**src/rtl/regfile_wr_scoreboard.sv**
```systemverilog
`default_nettype none
// ============================================================================
// Module   : regfile_wr_scoreboard
// Brief    : Register-file write-port one-hot decoder with a destination
//            scoreboard that flags RAW hazards on two read ports.
// Revision : 1.0
// ============================================================================
module regfile_wr_scoreboard #(
  parameter int ADDR_W   = 5,
  parameter int NUM_REGS = 32,
  parameter int ZERO_REG = 31,
  parameter int OUT_REG  = 1
) (
  input  logic                clk,
  input  logic                reset,
  input  logic                wr_en,
  input  logic [ADDR_W-1:0]   wr_addr,
  input  logic                issue_en,
  input  logic [ADDR_W-1:0]   issue_addr,
  input  logic [ADDR_W-1:0]   rd_addr_a,
  input  logic [ADDR_W-1:0]   rd_addr_b,
  input  logic                flush,
  output logic [NUM_REGS-1:0] regOut,
  output logic [NUM_REGS-1:0] busy,
  output logic                hazard_a,
  output logic                hazard_b,
  output logic                err_double_issue
);

  // One extra bit so ZERO_REG == NUM_REGS (masking disabled) never matches.
  localparam logic [ADDR_W:0] ZERO_IDX = (ADDR_W+1)'(ZERO_REG);

  logic [NUM_REGS-1:0] dec;
  logic [NUM_REGS-1:0] wr_vec;
  logic [NUM_REGS-1:0] iss_vec;
  logic [NUM_REGS-1:0] busy_d, busy_q;
  logic                err_d, err_q;
  logic                wr_nz, iss_nz, rda_nz, rdb_nz;
  logic                wr_hits_iss;

  always_comb begin
    wr_nz       = {1'b0, wr_addr}    != ZERO_IDX;
    iss_nz      = {1'b0, issue_addr} != ZERO_IDX;
    rda_nz      = {1'b0, rd_addr_a}  != ZERO_IDX;
    rdb_nz      = {1'b0, rd_addr_b}  != ZERO_IDX;
    wr_hits_iss = wr_en && (wr_addr == issue_addr);

    dec     = '0;
    wr_vec  = '0;
    iss_vec = '0;
    if (wr_en)
      wr_vec[wr_addr] = 1'b1;
    if (wr_en && wr_nz)
      dec[wr_addr] = 1'b1;
    if (issue_en && iss_nz)
      iss_vec[issue_addr] = 1'b1;

    // Flush beats everything; a new producer beats a same-cycle writeback.
    if (flush)
      busy_d = '0;
    else
      busy_d = (busy_q & ~wr_vec) | iss_vec;

    err_d = err_q | (issue_en && iss_nz && busy_q[issue_addr] && !wr_hits_iss && !flush);
  end

  always_comb begin
    hazard_a = busy_q[rd_addr_a] && rda_nz && !(wr_en && (wr_addr == rd_addr_a));
    hazard_b = busy_q[rd_addr_b] && rdb_nz && !(wr_en && (wr_addr == rd_addr_b));
  end

  always_ff @(posedge clk or posedge reset) begin
    if (reset) begin
      busy_q <= '0;
      err_q  <= 1'b0;
    end else begin
      busy_q <= busy_d;
      err_q  <= err_d;
    end
  end

  assign busy             = busy_q;
  assign err_double_issue = err_q;

  generate
    if (OUT_REG != 0) begin : g_out_reg
      logic [NUM_REGS-1:0] regout_q;
      always_ff @(posedge clk or posedge reset) begin
        if (reset)
          regout_q <= '0;
        else
          regout_q <= dec;
      end
      assign regOut = regout_q;
    end else begin : g_out_comb
      assign regOut = reset ? '0 : dec;
    end
  endgenerate

endmodule
`default_nettype wire
```
**config.mk**
```make
export PLATFORM = sky130hd
export DESIGN_NAME = regfile_wr_scoreboard
export DESIGN_NICKNAME = d
export VERILOG_FILES = /design/src/rtl/regfile_wr_scoreboard.sv
export SDC_FILE = /design/constraint.sdc
export NUM_CORES = 1
export LEC_CHECK = 0
export ABC_AREA = 1
export BUFFER_PORTS_ARGS = -buffer_cell sky130_fd_sc_hd__buf_4
export CORE_ASPECT_RATIO = 0.6
export CORE_MARGIN = 8
export CORE_UTILIZATION = 58
export CTS_CLUSTER_DIAMETER = 120
export DETAILED_ROUTE_END_ITERATION = 8
export MAX_ROUTING_LAYER = met4
export PLACE_DENSITY = 0.9
export SLEW_MARGIN = 20
export SYNTH_ARGS = -nofsm -noshare
export SYNTH_HDL_FRONTEND = slang
export SYNTH_SLANG_ARGS = --single-unit
```
**constraint.sdc**
```tcl
create_clock -name clk -period 4.7 [get_ports clk]
set_input_delay 0.235 -clock clk [delete_from_list [all_inputs] [get_ports clk]]
set_output_delay 0.235 -clock clk [all_outputs]
set_load 0.01 [all_outputs]
```
==> reports/qor.txt <==
Cell Chain, Critical Path: inv_1 > nand2_1 > nand3_1 > nand2_1 > nand2_1 > nand2_1 > inv_1 > nand2_1 > nand2_1 > a21oi_1 > buf_4
H-tree levels: 3
GRT Overall Usage: 30.4%
DRT iter0 DRCs: 684
Clk_lat worst skew: 360 ps
Critical path type: reg -> out
Hold Vio Cnt, Final: 0
Crit path max-delay cell type: dfrtp_1
Final setup vio count: 0
DRC Markers: 0
Crit Path Max Fanout: 3
Worst Path Buf+Inv: 3
# IOs: 92
Synth Area in Compound Gates: 11.0%
CP Launch Type: register
Vias in the first global route: 4,021
Leakage Power: 2.41 nW
Mux cell area share after synthesis: 0%
Max-Cap Viols: 0
Max clock buf depth: 2
Total Wirelength: 13.9 mm
CP Launch Point: busy[13]
Avg Inst Size Synth: 7.27 um^2
Die area: 9170 um^2
Met1 Usage GRT: 39.5%
Share of post-route cells with drive strength above 1: 23.7%
Cell area after layout: 4560 um^2
CP max stage delay: 410 ps
First-pass GRT wire length: 21.4 mm
Synth Area in Adders: 0%
Max-slew headroom: 45.4%
Die W: 118 um
Min cycle time layout: 1960 ps
GR Util met2: 41.8%
Largest net degree at the start of global routing: 66
Final net count: 610
Largest delay share family, worst path: simple AND/OR/NAND/NOR gates
Worst path depth: 11
Wirelength per Cell: 20.6 um
Simple-gate share of the synthesized area: 33.9%
Worst EP required: 4470 ps
Post-synth EDFFs: 0
Syn_nets: 527
Async SR Flop Fraction: 100%
TritonCTS Buffers: 9
Placer Congestion: 1.10
Initial antenna violation count: 0
Crit end category: output pin
Core Region: 6080 um^2
Post-DP HPWL: 10.1 mm
DR vias: 4,196
Worst reg2reg path endpoint: err_double_issue
Crit path capture: hazard_a
Yosys cell types: 27
Arr. time, crit path: 1720 ps
Dominant synthesized flop cell: dfrtp_1
R2R Setup Slk: 3260 ps
Largest family of logic cells by synthesized area: simple AND/OR/NAND/NOR gates
Root Driver: clkbuf_8
Reg-to-Reg Start: busy[27]
Resize count post-CTS: 0
Worst Hold Class: in -> async
Routed Antenna Nets: 0
Worst vdd ir: 0.199 mV
Hold-fix buffers, CTS: 0
Ant. Diodes: 0
Placed inst area: 4340 um^2
Remaining Overflow, GRT: 0
Final setup skew: 7.21 ps
Worst-path clk slew: 80 ps
Max-slew violations: 0
RSZ-0062 raised after global routing: no
Tcrit/Tclk final: 41.6%
Cell depth of the worst flop-to-flop path: 10
Post-Syn Area: 3650 um^2
Area grow syn2layout: 25.1%
Fmax: 0.511 GHz
Register area share after synthesis: 44.6%
Cells after synthesis: 502
First-pass iteration count of the detailed router: 6
Rows: 22
Worst-margin pin slew: 819 ps
Vias per inst: 6.23
Most numerous cell on the critical path: nand2_1
Postcts setup bufs: 0
Height of the chip: 77.4 um
Xor and xnor area share after synthesis: 0.240%
Initial core utilization: 60.0%
Number of synthesized register bits: 65
Clock sinks: 65
PortBufs: 91
Pwr/cell area: 290 nW/um^2
CTS tree: yes
Outcome: finished clean
Layer with the highest usage: met2
Yosys warns: 0
Setup TNS: 0 ps
Met3 global-route usage: 13.4%
-- cells in the final DEF (no fill, tap or decap), types with 6 or more instances in the layout --
cell type and instances:
o32ai_1 23, inv_1 48, clkbuf_8 10, o22ai_1 7, nand2_1 158, inv_2 22
nand2_2 7, a21oi_1 8, o21ai_0 6, nor3_1 14, nand3_1 57, nor2_1 42
buf_4 92, nand4_1 6, dfrtp_1 65, o31ai_1 7
-- Yosys cell counts (all sizes together), types with 4 or more instances --
cell	number	area share, %
nand3	57	7.8
clkbuf	4	0.41
nand4	6	1.0
o31ai	7	1.4
nand2	165	17
nor2	43	4.6
a21oi	8	1.1
inv	70	7.2
o21ai	7	0.96
nor3	16	2.6
buf	16	2.6
o22ai	7	1.2
dfrtp	65	45
o32ai	23	5.5
-- logic make-up after synthesis --
family	count (synthesis)
xor+xnor	1
buf+inv	90
flops	65
simple gates	289
other cells	1
compound gates	56
-- report_power, final --
| group | internal, W | total [W] | leakage (nW) | switching, W |
|---|---|---|---|---|
| clock network | 0.000315 | 0.000561 | 0.113 | 0.000246 |
| registers | 0.000565 | 0.000569 | 0.897 | 0.00000401 |
| logic | 0.0000581 | 0.000194 | 1.40 | 0.000136 |
-- how the worst min path moves through the flow --
stage	endpoint	slack (ps)	cells after the start
after global placement	err_double_issue	450	2
after floorplan	busy[1]	350	1
after global routing	regOut[25]	170	2
after detailed placement	err_double_issue	450	2
final	busy[21]	120	3
after CTS	busy[21]	160	3
-- per-stage QoR --
stage / setup slack (ps) / instances / hold slack, ps / power, W / util (%)
5_1_grt: 2690 / 674 / 170 / 0.00135 / 75.0
6_report: 2740 / 674 / 123 / 0.00132 / 75.0
3_3_place_gp: 3010 / 658 / 449 / 0.000762 / 71.3
2_1_floorplan: 2840 / 502 / 349 / 0.000695 / -
4_1_cts: 2830 / 674 / 156 / 0.00131 / 75.0
3_5_place_dp: 3020 / 658 / 453 / 0.000765 / 71.3
-- registers in the layout, summed over array words and instances, names as in the netlist --
register,cells
busy,32
regOut,32
err_double_issue,1
-- per-layer routing --
metal | wire (um) | vias up
met3 | 2380 | 49
met1 | 5530 | 1935
met5 | 0 | -
met2 | 5620 | 405
li1 | - | 1807
met4 | 373 | 0
-- final cells by class --
class,count,area [um^2]
clock buffer,10,138
tap,84,105
sequential,65,1630
fill,445,1520
timing repair buffer,92,691
multi-input combinational,347,1650
clock inverter,6,90.1
inverter,70,263
-- worst register-to-register path, stage by stage, from the launching register on --
cell     delay (ps)
dfrtp_1         390
inv_1           130
nor2_1           60
a21oi_1         200
nand2_1          90
nand2_1          90
nand2_1          60
nor2_1          120
nand2_1          70
nand2_1          80
nand2_1          50
Power figures use the tool's default switching activity.
